**config.mk**
```make
export PLATFORM = sky130hd
export DESIGN_NAME = raycast_column_scheduler
export DESIGN_NICKNAME = d
export VERILOG_FILES = /design/src/rtl/raycast_column_scheduler.sv
export SDC_FILE = /design/constraint.sdc
export NUM_CORES = 1
export LEC_CHECK = 0
export ABC_CLOCK_PERIOD_IN_PS = 15800
export CORE_ASPECT_RATIO = 2
export CORE_MARGIN = 3
export CORE_UTILIZATION = 45
export CTS_CLUSTER_SIZE = 20
export DETAILED_ROUTE_END_ITERATION = 10
export PLACE_DENSITY = 0.68
export SYNTH_ARGS = -nofsm -noshare
export SYNTH_HDL_FRONTEND = slang
export SYNTH_SLANG_ARGS = --single-unit
export TNS_END_PERCENT = 1
```
**constraint.sdc**
```tcl
create_clock -name clock -period 15.8 [get_ports clock]
set_clock_uncertainty 0.1 [all_clocks]
set_input_delay 3.16 -clock clock [delete_from_list [all_inputs] [get_ports clock]]
set_output_delay 3.16 -clock clock [all_outputs]
set_load 0.05 [all_outputs]
```
**src/rtl/raycast_column_scheduler.sv**
```systemverilog
// raycast_column_scheduler: per-column ray issue, engine result merge and column hand-off; RAYSCHED_TIMEOUT_EN adds a WAIT watchdog.
module raycast_column_scheduler #(
  parameter int NUM_COLS       = 320,
  parameter int HALF_FOV_Q4    = 480,
  parameter int ANGLE_STEP_Q4  = 3,
  parameter int TIMEOUT_CYCLES = 1024
) (
  input  logic        clock,
  input  logic        resetn,
  input  logic        frame_start,
  input  logic [11:0] player_x,
  input  logic [11:0] player_y,
  input  logic [11:0] player_angle,
  output logic        frame_busy,
  output logic        frame_done,
  output logic [11:0] ray_alpha,
  output logic [11:0] ray_px,
  output logic [11:0] ray_py,
  output logic        hz_begin,
  output logic        vt_begin,
  input  logic        hz_end,
  input  logic        vt_end,
  input  logic        hz_found,
  input  logic        vt_found,
  input  logic [11:0] hz_wall_x,
  input  logic [11:0] hz_wall_y,
  input  logic [11:0] vt_wall_x,
  input  logic [11:0] vt_wall_y,
  output logic        col_valid,
  input  logic        col_ready,
  output logic [8:0]  col_index,
  output logic [12:0] col_dist,
  output logic        col_hit,
  output logic        col_is_vert
);
  typedef enum logic [2:0] {IDLE, ISSUE, WAIT, SELECT, OUTPUT, DONE} state_t;
  state_t state, next;
  logic [12:0] acc, start_acc, step_acc, hz_dist, vt_dist;
  logic [16:0] start_sum;
  logic [8:0]  col;
  logic        hz_done, vt_done, hz_f, vt_f, hz_hit, vt_hit, hz_win, last, timeout;
  logic [11:0] hx, hy, vx, vy;

  function automatic logic [11:0] absdiff(input logic [11:0] a, input logic [11:0] b);
    return a > b ? a - b : b - a;
  endfunction

  // acc is the view angle in 1/16 degree, kept in 0..5759
  assign start_sum = {1'b0, player_angle, 4'b0} + 17'(HALF_FOV_Q4);
  assign start_acc = 13'(start_sum >= 17'd5760 ? start_sum - 17'd5760 : start_sum);
  assign step_acc  = acc < 13'(ANGLE_STEP_Q4) ? acc + 13'(5760 - ANGLE_STEP_Q4) : acc - 13'(ANGLE_STEP_Q4);
  assign hz_dist   = {1'b0, absdiff(hx, ray_px)} + {1'b0, absdiff(hy, ray_py)};
  assign vt_dist   = {1'b0, absdiff(vx, ray_px)} + {1'b0, absdiff(vy, ray_py)};
  assign hz_hit    = hz_done & hz_f;
  assign vt_hit    = vt_done & vt_f;
  assign hz_win    = hz_hit & (!vt_hit | hz_dist <= vt_dist);
  assign last      = col == 9'(NUM_COLS - 1);
  assign ray_alpha = {3'b0, acc[12:4]};
  assign frame_busy = state != IDLE;
  assign frame_done = state == DONE;
  assign hz_begin   = state == ISSUE;
  assign vt_begin   = state == ISSUE;
  assign col_valid  = state == OUTPUT;

`ifdef RAYSCHED_TIMEOUT_EN
  localparam int TW = $clog2(TIMEOUT_CYCLES + 1);
  logic [TW-1:0] wait_cnt;
  always_ff @(posedge clock)
    wait_cnt <= (!resetn || state != WAIT) ? '0 : wait_cnt + 1'b1;
  assign timeout = wait_cnt == TW'(TIMEOUT_CYCLES - 1);
`else
  assign timeout = 1'b0 && TIMEOUT_CYCLES > 0;
`endif

  always_ff @(posedge clock)
    state <= !resetn ? IDLE : next;

  always_comb begin
    next = state;
    case (state)
      IDLE:    next = frame_start ? ISSUE : IDLE;
      ISSUE:   next = WAIT;
      WAIT:    next = ((hz_done | hz_end) & (vt_done | vt_end)) | timeout ? SELECT : WAIT;
      SELECT:  next = OUTPUT;
      OUTPUT:  next = !col_ready ? OUTPUT : last ? DONE : ISSUE;
      default: next = IDLE;
    endcase
  end

  always_ff @(posedge clock) begin
    if (!resetn) begin
      {ray_px, ray_py, acc, col} <= '0;
      {hz_done, vt_done, hz_f, vt_f, hx, hy, vx, vy} <= '0;
      {col_index, col_dist, col_hit, col_is_vert} <= '0;
    end else begin
      if (state == IDLE && frame_start) begin
        ray_px <= player_x;
        ray_py <= player_y;
        acc    <= start_acc;
        col    <= '0;
      end
      if (state == ISSUE) {hz_done, vt_done} <= '0;
      if (state == WAIT && hz_end) {hz_done, hz_f, hx, hy} <= {1'b1, hz_found, hz_wall_x, hz_wall_y};
      if (state == WAIT && vt_end) {vt_done, vt_f, vx, vy} <= {1'b1, vt_found, vt_wall_x, vt_wall_y};
      if (state == SELECT) begin
        col_index   <= col;
        col_hit     <= hz_hit | vt_hit;
        col_dist    <= hz_win ? hz_dist : vt_hit ? vt_dist : 13'h1fff;
        col_is_vert <= !hz_win & vt_hit;
      end
      if (state == OUTPUT && col_ready && !last) begin
        col <= col + 1'b1;
        acc <= step_acc;
      end
    end
  end
endmodule

```
==> summary.txt, run 1 <==
Run status
  • Status: complete, no violations

Detailed routing
  • DR pass1 iterations: 7
  • Number of remaining DRC errors: 0
  • Post-DRT Antenna Nets: 0
  • Initial drt markers: 453
  • Final routed wirelength across all metal layers: 35800 µm
  • Average via count per standard cell: 5.79
  • Average wire length per cell after detail routing: 19.6 µm
  • Vias: roughly 11000

Synthesis
  • Top FF cell, synth: sky130_fd_sc_hd__dfxtp_1
  • Proportion of netlist area held by the largest area contributor: a little under a quarter
  • Register bit count reported by yosys: 125
  • Avg Inst Size Synth: 7.61 µm²
  • Number of enable-type register cells in the synthesized netlist: 0
  • Cell area after technology mapping: 10800 µm²
  • Post-Syn Instances: around 1400
  • Proportion of synthesized chip area in sequential cells: a little under a quarter
  • Top post-synthesis cells by area: sky130_fd_sc_hd__dfxtp_1 (23%), sky130_fd_sc_hd__ha_1 (15%), sky130_fd_sc_hd__a21oi_1 (8.8%), sky130_fd_sc_hd__nand2_1 (8.3%), sky130_fd_sc_hd__inv_1 (4.0%)
  • Fraction of registers with async set or reset after synthesis: 0%
  • Synthesis warning total: 0
  • Post-synth top area cell: sky130_fd_sc_hd__dfxtp_1
  • Count of different cell masters after synthesis: 81

Global route
  • Largest net degree at the start of global routing: 60
  • Global-route wire length before repair: 54500 µm
  • Antenna violations before repair: 3
  • All-Layer GR Usage: roughly 28%
  • Total gr overflow: 0
  • Number of global-route vias before repair: 10500

Cells and area
  • Area grow syn2layout: 20.3%
  • Layout cell share with drive strength beyond 1: 5.60%
  • Final #Nets: 1757
  • Cell area after layout: around 13000 µm²
  • Number of non-filler instances in the completed layout: 1821

Timing
  • Final period demand of the worst path: between 6 and 7 ns
  • Peak clock frequency supported by timing: 144 MHz
  • Unrepaired setup endpoints after global routing: no
  • Sum of negative setup slack: 0 ns
  • Worst Max-Slew Pin Slew: 0.965 ns
  • Final setup violation count: 0
  • Final worst path period share: 43.9%
  • Worst hold slack: 0.353 ns
  • Worst slew margin relative to its limit: 35.5%
  • Hold Violations, Final: 0
  • Pins over their slew limit: 0

Pwr
  • Clock network power share: 19.1%
  • Seq pwr share: 17.3%
  • Combinational cell fraction of total power: 63.6%
  • Switching portion of total power: 47.7%
  • Worst IR Drop VDD: 0.0932 mV
  • Cell leakage power: roughly 0.0051 µW
  • P_sw: 971 µW
  • Total Power: 2040 µW
  • Cell Pwr Density: 157 nW/µm²
  • Internal power: between 1000 and 1500 µW

Clocking
  • Post-cts sizing count: 0
  • CTS tree: built
  • Buffer count from post-CTS setup fixing: 0
  • Clock insertion delay at the later pin of the skew report: 0.46 ns
  • CTS hold repair buffers: 0
  • Clock-pin transition on the worst setup and hold timing paths: 0.06 ns
  • CTS sink cnt: roughly 130
  • Max clock buf depth: 2
  • Clock buffers created by TritonCTS: 17
  • CTS Root Buffer Type: sky130_fd_sc_hd__clkbuf_16
  • H-tree depth: 4

Setup path
  • Crit Path Category: flip-flop to flip-flop
  • CP peak stage delay: 0.71 ns
  • Startpoint type of the worst setup path: flip-flop
  • Cell with the biggest individual delay on the critical path: sky130_fd_sc_hd__o41a_1
  • Required time of the critical path: 16.07 ns
  • Register-to-register setup slack: 8.87 ns
  • R2R Path Start: ray_px[1]
  • Capturing element type of the critical path: flip-flop
  • Worst flop-to-flop path endpoint: col_dist[12]
  • Number of cells on the worst reg-to-reg path: 26
  • CP Max Fanout: 17
  • Data arrival time at the worst-slack endpoint: 7.20 ns
  • Most frequent CP cell: sky130_fd_sc_hd__a21oi_1

Floorplan
  • Total core area: ~23000 µm²
  • Area enclosed by the die boundary: 25900 µm²
  • Number of core rows: 79
  • I/O pin count: 157
  • Effective utilization at floorplan: 45.9%
  • Die extent in x: between 100 and 150 µm
  • Die extent in y: 225 µm

Placed design
  • Placer Congestion: 0.947
  • Number of placed instances with taps included: 1786
  • Detail Placement HPWL: roughly 28000 µm
  • Placed cell area: 12400 µm²
  • Total of buffers placed on input and output ports: around 150

Hold path
  • Number of cells traversed by the worst hold path: 2
  • Worst hold path class: flip-flop to flip-flop
  • Hold path start: col_index[2]
  • Worst Hold Path EP: col_index[2]

Flow run
  • Max-capacitance violation count: 0
==> state kept, by name, indices dropped and copies added, names as in the netlist, 12 cells and up <==
| signal | cells |
|---|---|
| ray_py | 12 |
| acc | 13 |
| col_dist | 13 |
| vx | 12 |
| hx | 12 |
| ray_px | 12 |
| hy | 12 |
| vy | 12 |
==> synth_stat cells (all sizes together), types with 5 or more instances <==
library cell / n
nand2: 238
a21oi: 194
ha: 133
dfxtp: 125
inv: 115
nor2: 63
o21ai: 49
clkbuf: 48
xnor2: 46
nand3: 38
nor3: 30
buf: 28
xor2: 28
mux2i: 26
a21o: 20
a211oi: 19
o21a: 17
o211ai: 16
mux2: 14
nand4: 14
nor2b: 13
a31oi: 11
o21bai: 11
fa: 10
and2: 8
and3: 8
nand2b: 8
o41ai: 7
nor4: 6
nand3b: 5
nor3b: 5
o31a: 5
o31ai: 5
==> power groups by stage <==
stage | Sequential, µW | Combinational [µW] | Clock, µW
after floorplan | 373 | 913 | 0
after global placement | 359 | 1270 | 0
after detailed placement | 359 | 1270 | 0
after CTS | 352 | 1280 | 395
after global routing | 355 | 1410 | 408
final | 352 | 1300 | 389
==> worst max path at each step <==
stage | from | end | slack, ns | depth (start not counted)
4_1_cts | ray_px[2] | col_dist[12] | 8.94 | 26
3_5_place_dp | ray_px[2] | col_dist[12] | 8.96 | 26
6_report | ray_px[1] | col_dist[12] | 8.87 | 26
3_3_place_gp | ray_px[2] | col_dist[12] | 9.05 | 26
5_1_grt | ray_px[1] | col_dist[12] | 8.35 | 26
2_1_floorplan | ray_px[1] | col_dist[4] | 9.57 | 28
==> stage by stage <==
| stage | setup WS [ns] | utilization, % |
|---|---|---|
| 6_report | 8.87 | 55.3 |
| 5_1_grt | 8.35 | 55.3 |
| 4_1_cts | 8.94 | 55.3 |
| 3_5_place_dp | 8.96 | 52.8 |
| 3_3_place_gp | 9.05 | 52.8 |
| 2_1_floorplan | 9.57 | - |
==> critical path, delay by kind of cell, from the launching register on <==
| kind | cells | cell delay [ns] |
|---|---|---|
| flip-flops | 1 | 0.50 |
| multiplexers | 1 | 0.44 |
| AO/OA/AOI/OAI | 14 | 3.37 |
| AND/OR/NAND/NOR | 5 | 0.71 |
| adder cells (fa/ha/maj) | 3 | 1.12 |
| XOR/XNOR | 1 | 0.14 |
| buffers and inverters | 2 | 0.45 |
==> cell families (layout without fill, tap and decap cells) <==
family	Yosys count	count (layout)	synth area share (%)
and+or+nand+nor	451	451	19.1
AOI/OAI and AO/OA	390	390	23.0
buffers and inverters	191	309	7.37
adders and majority gates	143	143	17.3
DFF	125	125	23.3
xor gates and xnor gates	74	74	6.02
muxes	40	40	3.95
other	1	6	0.0348
==> cells in the final DEF (no fill, tap or decap), types with 8 or more instances in the layout <==
master	instances
sky130_fd_sc_hd__a21o_1	19
sky130_fd_sc_hd__buf_4	9
sky130_fd_sc_hd__a31oi_1	10
sky130_fd_sc_hd__nand4_1	14
sky130_fd_sc_hd__o21ai_1	11
sky130_fd_sc_hd__xor2_1	28
sky130_fd_sc_hd__clkbuf_16	17
sky130_fd_sc_hd__o21a_1	17
sky130_fd_sc_hd__nor2b_1	13
sky130_fd_sc_hd__nand2b_1	8
sky130_fd_sc_hd__o211ai_1	15
sky130_fd_sc_hd__a211oi_1	16
sky130_fd_sc_hd__nand3_1	36
sky130_fd_sc_hd__o21bai_1	11
sky130_fd_sc_hd__mux2i_1	25
sky130_fd_sc_hd__and3_1	8
sky130_fd_sc_hd__a21oi_1	189
sky130_fd_sc_hd__clkdlybuf4s50_1	153
sky130_fd_sc_hd__o21ai_0	37
sky130_fd_sc_hd__fa_1	10
sky130_fd_sc_hd__mux2_2	10
sky130_fd_sc_hd__inv_1	113
sky130_fd_sc_hd__xnor2_1	46
sky130_fd_sc_hd__nor3_1	30
sky130_fd_sc_hd__dfxtp_1	125
sky130_fd_sc_hd__ha_1	133
sky130_fd_sc_hd__nand2_1	237
sky130_fd_sc_hd__nor2_1	63
==> layout make-up <==
cell class / count / area [µm²]
clock buffers: 19 / 443
well taps: 283 / 354
diodes: 3 / 7.51
inverters: 115 / 433
clock inverters: 13 / 131
flip-flops and latches: 125 / 2500
multi-input cells: 1101 / 7480
fillers: 2219 / 10500
repair buffers: 162 / 1600
==> layer usage <==
metal	vias to the layer above	global-route usage, %	part of all wire (%)
met4	0	22.8	8.9
met1	4911	25.0	33
met2	363	51.5	54
met5	-	0	0
met3	131	4.68	4.0
li1	5130	-	-
Power figures use the tool's default switching activity.
==> run 2, diff against run 1 <==
ABC_CLOCK_PERIOD_IN_PS = 6830   (was 15800)
clock period = 6.83 ns   (was 15.8 ns; I/O delays follow)
==> summary.txt, run 2 (synthesized netlist as in run 1, its figures left out) <==
Timing
  • Hold Violations, Final: 0 (unchanged)
  • Final worst path period share: 93.3% (+49 points)
  • Worst slew margin relative to its limit: 36.4% (+0.92 points)
  • Sum of negative setup slack: 0 ns (unchanged)
  • Worst Max-Slew Pin Slew: 0.950 ns (-0.0143 ns)
  • Final period demand of the worst path: 6.37 ns (-0.559 ns)
  • Peak clock frequency supported by timing: 157 MHz (+8.8%)
  • Unrepaired setup endpoints after global routing: no
  • Final setup margin: 0.460 ns (-8.41 ns)
  • Final setup violation count: 0 (unchanged)
  • Worst hold slack: 0.352 ns (-0.00172 ns)
  • Pins over their slew limit: 0 (unchanged)

Setup path
  • Required time of the critical path: 7.10 ns (-8.97 ns)
  • Capturing element type of the critical path: flip-flop
  • Cell with the biggest individual delay on the critical path: sky130_fd_sc_hd__dfxtp_1
  • CP Max Fanout: 9 (-8)
  • Family of cells with the greatest summed delay on the critical path: compound AO/OA/AOI/OAI gates
  • Register-to-register setup slack: 0.46 ns (-8.41 ns)
  • Most frequent CP cell: sky130_fd_sc_hd__ha_1
  • Crit Path Category: flip-flop to flip-flop
  • Startpoint type of the worst setup path: flip-flop
  • Number of buffers and inverters on the critical path: 3 (+1)
  • Data arrival time at the worst-slack endpoint: 6.64 ns (-0.56 ns)
  • CP peak stage delay: 0.49 ns (-0.22 ns)

Clocking
  • H-tree depth: 4 (unchanged)
  • CTS tree: built
  • Clock buffers created by TritonCTS: 17 (unchanged)
  • Clock-pin transition on the worst setup and hold timing paths: 0.06 ns (about the same)
  • Clock insertion delay at the later pin of the skew report: 0.45 ns (about the same)
  • Max clock buf depth: 2 (unchanged)
  • CTS Root Buffer Type: sky130_fd_sc_hd__clkbuf_16
  • CTS sink cnt: 125 (unchanged)

Detailed routing
  • Initial drt markers: 479 (+5.7%)
  • Vias: 10500 (+0.11%)
  • Number of remaining DRC errors: 0 (unchanged)
  • DR pass1 iterations: 5 (-2)
  • Average wire length per cell after detail routing: 20.2 µm (+3.0%)
  • Average via count per standard cell: 5.73 (-0.92%)
  • Final routed wirelength across all metal layers: 37200 µm (+4.0%)
  • Post-DRT Antenna Nets: 0 (unchanged)

Cells and area
  • Final core utilization: 56.3% (+1.0 points)
  • Antenna diode count: 0 (-3)
  • Layout cell share with drive strength beyond 1: 7.58% (+2.0 points)
  • Commonest non-fill, non-tap cell in the layout: sky130_fd_sc_hd__nand2_1
  • Final #Nets: 1779 (+1.3%)
  • Top flop regs: acc x13, col_dist x13
  • Area grow syn2layout: 22.6%
  • Most frequent cells in the layout: sky130_fd_sc_hd__nand2_1 (237), sky130_fd_sc_hd__a21oi_1 (188), sky130_fd_sc_hd__clkdlybuf4s50_1 (153), sky130_fd_sc_hd__ha_1 (132), sky130_fd_sc_hd__dfxtp_1 (123)

Run status
  • Status: complete, no violations

Global route
  • Number of global-route vias before repair: 10800 (+2.6%)
  • Total gr overflow: 0 (unchanged)
  • Largest net degree at the start of global routing: 84 (+40%)
  • All-Layer GR Usage: 28.9% (+1.3 points)
  • Antenna violations before repair: 0 (-3)
  • Global-route wire length before repair: 56600 µm (+3.8%)

Floorplan
  • Total core area: 23400 µm² (unchanged)
  • Area enclosed by the die boundary: 25900 µm² (unchanged)
  • I/O pin count: 157 (unchanged)
  • Effective utilization at floorplan: 45.9% (unchanged)
  • Number of core rows: 79 (unchanged)
  • Die extent in x: 115 µm (unchanged)
  • Die extent in y: 225 µm (unchanged)

Placed design
  • Placer Congestion: 0.991 (+4.7%)
  • Worst slack at placement: 0.197 ns (-8.76 ns)
  • Detail Placement HPWL: 29700 µm (+4.7%)
  • Total of buffers placed on input and output ports: 153 (unchanged)

Pwr
  • Worst IR Drop VDD: 0.272 mV (+190%)
  • Cell Pwr Density: 382 nW/µm² (+140%)
  • Cell leakage power: 0.00524 µW (+2.4%)

Hold path
  • Worst hold path class: flip-flop to flip-flop

Flow run
  • Max-capacitance violation count: 0 (unchanged)
run 2: cell types whose count changed in the layout (fill, tap and decap cells not counted), moves of 3 or more:
| cell | before | now |
|---|---|---|
| sky130_fd_sc_hd__buf_4 | 9 | 30 |
| sky130_fd_sc_hd__inv_8 | 1 | 5 |
| sky130_fd_sc_hd__clkinv_4 | 4 | 1 |
| sky130_fd_sc_hd__clkinv_8 | 0 | 3 |
| sky130_fd_sc_hd__diode_2 | 3 | 0 |
run 2: layout make-up:
class | instances | area [µm²]
Fill cell | 2299 | 10200
Multi-Input combinational cell | 1101 | 7540
Sequential cell | 125 | 2500
Timing Repair Buffer | 184 | 1770
Inverter | 115 | 433
Clock buffer | 17 | 425
Tap cell | 283 | 354
Clock inverter | 15 | 165
run 2: final timing paths:
path	cells after the start	start	end
max	27	ray_px[10]	col_dist[12]
min reg2reg	2	vt_f	vt_f
max reg2reg	27	ray_px[10]	col_dist[12]
min	2	vt_f	vt_f
run 2: metal layers:
metal / vias up / GRT usage (%) / wire length, µm
met1: 4888 / 26.1 / 12400
li1: 5168 / - / -
met3: 146 / 4.74 / 1440
met4: 0 / 23.9 / 3510
met5: - / 0 / 0
met2: 345 / 54.1 / 19900
run 2: timing repair:
action | in CTS | in global routing
endpoints found under the setup margin | 0 | 14
endpoints found under the hold margin | 0 | 0
gates resized for setup | 0 | 14
hold buffers | 0 | 0
setup buffers | 0 | 2
run 2: power breakdown:
| part | leakage, µW | internal [µW] | switching, µW |
|---|---|---|---|
| registers | 0.00102 | 765 | 44.5 |
| clock network | 0.000287 | 490 | 417 |
| logic | 0.00394 | 1340 | 1980 |
| total | 0.00524 | 2600 | 2440 |
run 2: tightest hold or removal path, delay by kind of cell (launching register included):
kind	cells	cell delay [ns]
AO/OA/AOI/OAI	1	0.05
AND/OR/NAND/NOR	1	0.05
flip-flops	1	0.31
run 2: per-stage QoR:
step	std cells	instance area, µm²	power, µW
after floorplan	1417	10800	2970
after global placement	1806	12500	3990
after detailed placement	1806	12500	4000
after CTS	1838	13100	4920
after global routing	1840	13200	5340
final	1840	13200	5040
==> run 3, diff against run 2 <==
ABC_CLOCK_PERIOD_IN_PS = 6600   (was 6830)
clock period = 6.6 ns   (was 6.83 ns; I/O delays follow)
==> summary.txt, run 3 (synthesized netlist as in run 1, its figures left out) <==
Timing
  • Final setup margin: 0.255 ns (-0.205 ns)
  • Worst Max-Slew Pin Slew: 1.28 ns (+0.329 ns)
  • Worst slew margin relative to its limit: 14.3% (-22 points)
  • Pins over their slew limit: 0 (unchanged)
  • Unrepaired setup endpoints after global routing: no
  • Hold Violations, Final: 0 (unchanged)
  • Final setup violation count: 0 (unchanged)
  • Sum of negative setup slack: 0 ns (unchanged)
  • Final period demand of the worst path: 6.35 ns (-0.0246 ns)
  • Peak clock frequency supported by timing: 158 MHz (+0.39%)
  • Final worst path period share: 96.1% (+2.9 points)

Cells and area
  • Final #Nets: 1783 (+0.22%)
  • Layout cell share with drive strength beyond 1: 7.62% (+0.045 points)
  • Number of filler cells placed in the layout: 2270 (-1.3%)
  • Number of non-filler instances in the completed layout: 1844 (+0.22%)
  • Top flop regs: acc x13, col_dist x13
  • Commonest non-fill, non-tap cell in the layout: sky130_fd_sc_hd__nand2_1
  • Area grow syn2layout: 22.4%
  • Antenna diode count: 0 (unchanged)
  • Most frequent cells in the layout: sky130_fd_sc_hd__nand2_1 (238), sky130_fd_sc_hd__a21oi_1 (189), sky130_fd_sc_hd__clkdlybuf4s50_1 (153), sky130_fd_sc_hd__ha_1 (132), sky130_fd_sc_hd__dfxtp_1 (125)

Pwr
  • Combinational cell fraction of total power: 65.3% (-0.6 points)
  • Worst IR Drop VDD: 0.293 mV (+7.4%)
  • Clock network power share: 18.2% (+0.2 points)
  • Cell leakage power: 0.00526 µW (+0.35%)
  • Cell Pwr Density: 385 nW/µm² (+0.71%)
  • Total Power: 5070 µW (+0.56%)
  • Internal power: 2650 µW (+2.0%)
  • P_sw: 2420 µW (-0.97%)
  • Switching portion of total power: 47.7% (-0.74 points)
  • Seq pwr share: 16.4% (+0.3 points)

Global route
  • Number of global-route vias before repair: 10800 (+0.32%)
  • Global-route wire length before repair: 55500 µm (-1.9%)
  • Antenna violations before repair: 0 (unchanged)
  • Total gr overflow: 0 (unchanged)
  • All-Layer GR Usage: 28.1% (-0.78 points)
  • Largest net degree at the start of global routing: 58 (-31%)

Setup path
  • Data arrival time at the worst-slack endpoint: 6.63 ns (about the same)
  • Crit Path Category: flip-flop to flip-flop
  • Critical Path Source: ray_px[10]
  • CP Max Fanout: 24 (+15)
  • Capturing element type of the critical path: flip-flop
  • Worst flop-to-flop path endpoint: col_dist[3]
  • Startpoint type of the worst setup path: flip-flop
  • Required time of the critical path: 6.89 ns (-0.21 ns)
  • Register-to-register setup slack: 0.25 ns (-0.21 ns)
  • R2R Path Start: ray_px[10]
  • Number of cells on the worst reg-to-reg path: 27 (unchanged)

Placed design
  • Placer Congestion: 0.997 (+0.59%)
  • Worst slack at placement: 0.212 ns (+0.0145 ns)
  • Detail Placement HPWL: 29000 µm (-2.3%)
  • Total of buffers placed on input and output ports: 153 (unchanged)
  • Number of placed instances with taps included: 1810 (+0.22%)

Hold path
  • Worst Hold Path EP: col_dist[11]
  • Worst hold path class: flip-flop to flip-flop
  • Hold path start: col_dist[11]
  • Number of cells traversed by the worst hold path: 2 (unchanged)

Run status
  • Status: complete, no violations

Flow run
  • Max-capacitance violation count: 0 (unchanged)

Floorplan
  • Die extent in x: 115 µm (unchanged)
  • I/O pin count: 157 (unchanged)
  • Area enclosed by the die boundary: 25900 µm² (unchanged)
  • Die extent in y: 225 µm (unchanged)
  • Total core area: 23400 µm² (unchanged)
  • Number of core rows: 79 (unchanged)
  • Effective utilization at floorplan: 45.9% (unchanged)

Detailed routing
  • Initial drt markers: 454 (-5.2%)
  • Number of remaining DRC errors: 0 (unchanged)
  • Vias: 10600 (+0.96%)
  • Post-DRT Antenna Nets: 0 (unchanged)
  • DR pass1 iterations: 5 (unchanged)
  • Final routed wirelength across all metal layers: 36500 µm (-1.9%)
  • Average via count per standard cell: 5.77 (+0.74%)
  • Average wire length per cell after detail routing: 19.8 µm (-2.1%)

Clocking
  • Clock buffers created by TritonCTS: 17 (unchanged)
  • CTS sink cnt: 125 (unchanged)
  • Clock-pin transition on the worst setup and hold timing paths: 0.06 ns (about the same)
  • CTS tree: built
  • CTS Root Buffer Type: sky130_fd_sc_hd__clkbuf_16
  • Clock insertion delay at the later pin of the skew report: 0.46 ns (about the same)
  • H-tree depth: 4 (unchanged)
  • CTS hold repair buffers: 0 (unchanged)
  • Max clock buf depth: 2 (unchanged)
-- run 3: changes by cell type in the layout (fill, tap and decap cells not counted), moves of 2 or more --
cell                       delta
sky130_fd_sc_hd__dfxtp_1      +2
sky130_fd_sc_hd__dfxtp_2      -2
sky130_fd_sc_hd__clkinv_8     -2
sky130_fd_sc_hd__buf_4        +4
-- run 3: stage by stage --
step / hold WS (ns) / util (%) / cell area [µm²]
6_report: 0.353 / 56.2 / 13200
5_1_grt: 0.376 / 56.2 / 13200
4_1_cts: 0.358 / 56.1 / 13100
3_5_place_dp: 0.345 / 53.6 / 12600
3_3_place_gp: 0.343 / 53.6 / 12600
2_1_floorplan: 0.333 / - / 10800
-- run 3: cell type report --
class                           count  area [µm²]  share of cell area [%]
Tap cell                          283         354                    2.69
Timing Repair Buffer              188        1810                    13.7
Inverter                          115         433                    3.29
Sequential cell                   125        2500                    19.0
Clock inverter                     15         146                    1.11
Multi-Input combinational cell   1101        7510                    57.0
Clock buffer                       17         425                    3.23
-- run 3: worst max path at each step --
| stage | cells past startpoint | to |
|---|---|---|
| after floorplan | 28 | col_dist[4] |
| after global placement | 27 | col_dist[12] |
| after detailed placement | 27 | col_dist[12] |
| after CTS | 27 | col_dist[12] |
| after global routing | 27 | col_dist[12] |
| final | 27 | col_dist[3] |
-- run 3: critical path, cell delays in order (launching register included) --
cell and delay [ns]:
sky130_fd_sc_hd__dfxtp_1 0.47, sky130_fd_sc_hd__inv_1 0.15, sky130_fd_sc_hd__ha_1 0.43, sky130_fd_sc_hd__nand4_1 0.24, sky130_fd_sc_hd__nor4_2 0.46, sky130_fd_sc_hd__a21o_2 0.21, sky130_fd_sc_hd__a31oi_4 0.07, sky130_fd_sc_hd__buf_4 0.19
sky130_fd_sc_hd__nor3_1 0.16, sky130_fd_sc_hd__a21oi_1 0.07, sky130_fd_sc_hd__xor2_1 0.17, sky130_fd_sc_hd__ha_1 0.38, sky130_fd_sc_hd__o21a_1 0.14, sky130_fd_sc_hd__o31a_1 0.20, sky130_fd_sc_hd__o211ai_2 0.12, sky130_fd_sc_hd__nand2_1 0.08
sky130_fd_sc_hd__a21oi_1 0.07, sky130_fd_sc_hd__xnor2_1 0.54, sky130_fd_sc_hd__inv_1 0.10, sky130_fd_sc_hd__ha_1 0.31, sky130_fd_sc_hd__o21ai_0 0.13, sky130_fd_sc_hd__a311oi_1 0.32, sky130_fd_sc_hd__nor3_1 0.11, sky130_fd_sc_hd__o31ai_2 0.31
sky130_fd_sc_hd__buf_12 0.21, sky130_fd_sc_hd__nor2_1 0.05, sky130_fd_sc_hd__a311o_1 0.32, sky130_fd_sc_hd__a21oi_1 0.14
-- run 3: what timing repair did --
| item | 4_1_cts | 5_1_grt |
|---|---|---|
| hold endpoints to repair | 0 | 0 |
| setup endpoints to repair | 0 | 14 |
| setup buffers | 0 | 2 |
| resized for setup | 0 | 7 |
-- run 3: power groups by stage --
| stage | combinational (µW) | clock (µW) | sequential [µW] |
|---|---|---|---|
| final | 3310 | 924 | 833 |
| after global placement | 3220 | 0 | 848 |
| after global routing | 3580 | 972 | 838 |
| after floorplan | 2190 | 0 | 892 |
| after detailed placement | 3230 | 0 | 850 |
| after CTS | 3250 | 940 | 833 |
-- run 3: per-layer routing --
| metal | GRT usage, % | routed length, µm | vias up | share of wire, % |
|---|---|---|---|---|
| met1 | 25.3 | 12000 | 4931 | 33 |
| li1 | - | - | 5178 | - |
| met3 | 5.39 | 1540 | 163 | 4.2 |
| met4 | 22.4 | 3160 | 0 | 8.7 |
| met2 | 52.7 | 19800 | 376 | 54 |
| met5 | 0 | 0 | - | 0 |
==> RTL change (config.mk and constraints of run 3) <==
Add a define of `RAYSCHED_TIMEOUT_EN`.
--- a/src/rtl/raycast_column_scheduler.sv
+++ b/src/rtl/raycast_column_scheduler.sv
@@ -1,2 +1,4 @@
 // raycast_column_scheduler: per-column ray issue, engine result merge and column hand-off; RAYSCHED_TIMEOUT_EN adds a WAIT watchdog.
+`define RAYSCHED_TIMEOUT_EN
+
 module raycast_column_scheduler #(
Function: no difference found for any inputs over 4 cycles, from zero or initial values and one cycle with resetn low; that may be too few to reach the edited logic, so the function may still have changed.
==> RTL change against run 3 <==
Synthesized area increased by 2.2%; sequential share of layout area increased by 1.4 points; core utilization decreased by 0.39 points; final area increased by 1.4%; routed wire length decreased by 4.0%; total power increased by 8.0%; global-route usage decreased by 1.8 points; worst setup slack improved by 0.092 ns; sequential cell count increased by 11; die area increased by 2.1%; non-clock buffer count decreased by 9; critical endpoint is now col_dist[7].
==> RTL change: results (changes against run 3) <==
[placed_design]
place_inst=1838  ; was 1810
numPortBuffers=153  ; unchanged
place_hpwl_um=27650  ; was 29040 um
pre_cts_ws_ns=0.1598  ; was 0.2119 ns
dpl_cell_area_um2=12730  ; was 12560 um^2
gp_congestion=0.9290  ; was 0.9972

[finish]
drive_gt1_share_pct=5.741  ; was 7.623%
fin_cells=1872  ; was 1844
num-fill-cells=2292  ; was 2270
n_antenna_cell=0  ; unchanged
top_regs=acc (13), col_dist (13)  ; unchanged

[min_path]
holdPathStages=1  ; was 2
hold_path.class=reg -> reg  ; unchanged

[worst_setup_path]
reg2reg_depth=28  ; was 27
crit_fanout=14  ; was 24
cp_data_arrival_time_ns=6.53  ; was 6.63 ns
cpPeakStageDelay_ns=0.42  ; was 0.54 ns
slowest_stage=nor4_2  ; was xnor2_1
crit_family=compound AO/OA/AOI/OAI gates  ; unchanged

[global_route]
grt_max_degree=64  ; was 58
track_usage_pct=26.40  ; was 28.15%
grt_pass1_vias=10672  ; was 10786
antenna_found_initial=0  ; unchanged
grt_pass1_wl_um=53650  ; was 55500 um

[pwr]
power_leakage_nw=5.434  ; was 5.258 nW
peakVddDrop_v=0.0002795  ; was 0.0002925 V

[clock_network]
clock_latency_ns=0.45
numCtsBuffers=17  ; unchanged
cts_max_level=4  ; unchanged
clockBufferDepth=2  ; unchanged
clk_root_buffer_cell=clkbuf_16  ; unchanged
hold_buffers=0  ; unchanged
clkTransAtPathRegs_ns=0.07

[synthesis]
synth_edf_count=0  ; unchanged
synth.distinct_cells=70  ; was 81
synth-async-reset-ratio_pct=0  ; unchanged
yosysSeqAreaShare_pct=24.75  ; was 23.25%
synthTopCellsByCount=nand2_1, a21oi_1, dfxtp_1, ha_1, inv_1  ; was nand2_1, a21oi_1, ha_1, dfxtp_1, inv_1
synth_warnings=0  ; unchanged
ys.flop_type=dfxtp_1  ; unchanged
synth_cells=1451  ; was 1415
synth.area.top_cells=dfxtp_1, ha_1, nand2_1, a21oi_1, inv_1  ; was dfxtp_1, ha_1, a21oi_1, nand2_1, inv_1

[detailed_routing]
drt_iter0_markers=605  ; was 454
drt-vias-per-instance=5.675  ; was 5.774
post_drt_wl_per_cell_um=18.72  ; was 19.80 um
drtPass1Iterations=6  ; was 5

[outcome]
status=finished, final reports clean  ; unchanged

[sta]
slew_headroom_pct=30.23  ; was 14.30%

==> RTL change: cell count changes after synthesis, sizes merged, moves of 9 or more <==
cell    before  now
a21boi       2   11
a21o        20   41
dfxtp      125  136
a221oi       0   10
o21a        17    8
o21ai       49   58
a21oi      194  179
a211oi      19    8
nor2        63   79
inv        115  129
==> RTL change: area by class of cell <==
cell class	count	area, um^2	area share, %
tap	287	359.1	2.688
inverter	129	485.5	3.633
clock inverter	12	120.1	0.8990
timing repair buffer	179	1730	12.95
clock buffer	19	442.9	3.315
multi-input combinational	1110	7500	56.13
sequential	136	2724	20.39
==> RTL change: logic make-up (layout without fill, tap and decap cells) <==
kind of cell	Yosys count	count (layout)	synth area share, %
muxes	37	37	3.480
other	1	3	0.03409
DFF	136	136	24.75
adders and majority gates	144	144	17.06
buffers and inverters	207	339	7.733
xor gates and xnor gates	78	78	6.278
AOI/OAI and AO/OA	389	389	21.97
and+or+nand+nor	459	459	18.70
==> RTL change: worst register-to-register path, delay by kind of cell (launching register included) <==
| kind | cells | cell delay (ns) |
|---|---|---|
| AOI/OAI and AO/OA | 12 | 2.15 |
| xor gates and xnor gates | 1 | 0.21 |
| adders and majority gates | 4 | 1.21 |
| buffers and inverters | 4 | 0.50 |
| DFF | 1 | 0.41 |
| muxes | 1 | 0.31 |
| and+or+nand+nor | 6 | 1.29 |
==> RTL change: worst paths after layout <==
path,startpoint,end,slack (ns)
hold / removal,wait_cnt[0],wait_cnt[0],0.35
setup reg to reg,ray_py[0],col_dist[7],0.35
setup / recovery,ray_py[0],col_dist[7],0.35
hold reg to reg,wait_cnt[0],wait_cnt[0],0.35
==> RTL change: where the power goes <==
group          total [W]  internal [W]  switching [W]  leakage, nW
Sequential      0.000923      0.000868      0.0000547         1.10
Combinational    0.00362       0.00148        0.00214         4.07
Clock           0.000929      0.000531       0.000399        0.264
Total            0.00547       0.00288        0.00260         5.43
==> RTL change: metrics by stage <==
stage,util (%),power [W],hold slack (ns)
5_1_grt,55.85,0.005856,0.3722
4_1_cts,55.56,0.005405,0.3583
2_1_floorplan,-,0.003517,0.3175
6_report,55.85,0.005472,0.3532
3_5_place_dp,53.21,0.004454,0.3449
3_3_place_gp,53.21,0.004406,0.3330
==> RTL change: timing repair <==
action	CTS	global route
resized for setup	0	11
setup buffers	0	3
hold endpoints to repair	0	0
endpoints found under the setup margin	0	13
==> RTL change: per-layer routing <==
metal	wire, um	vias to the layer above	part of all wire [%]	track usage, %
li1	-	5210	-	-
met1	12210	4975	35	24.69
met2	19390	322	55	51.07
met3	1235	116	3.5	4.256
met4	2198	0	6.3	16.78
met5	0	-	0	0
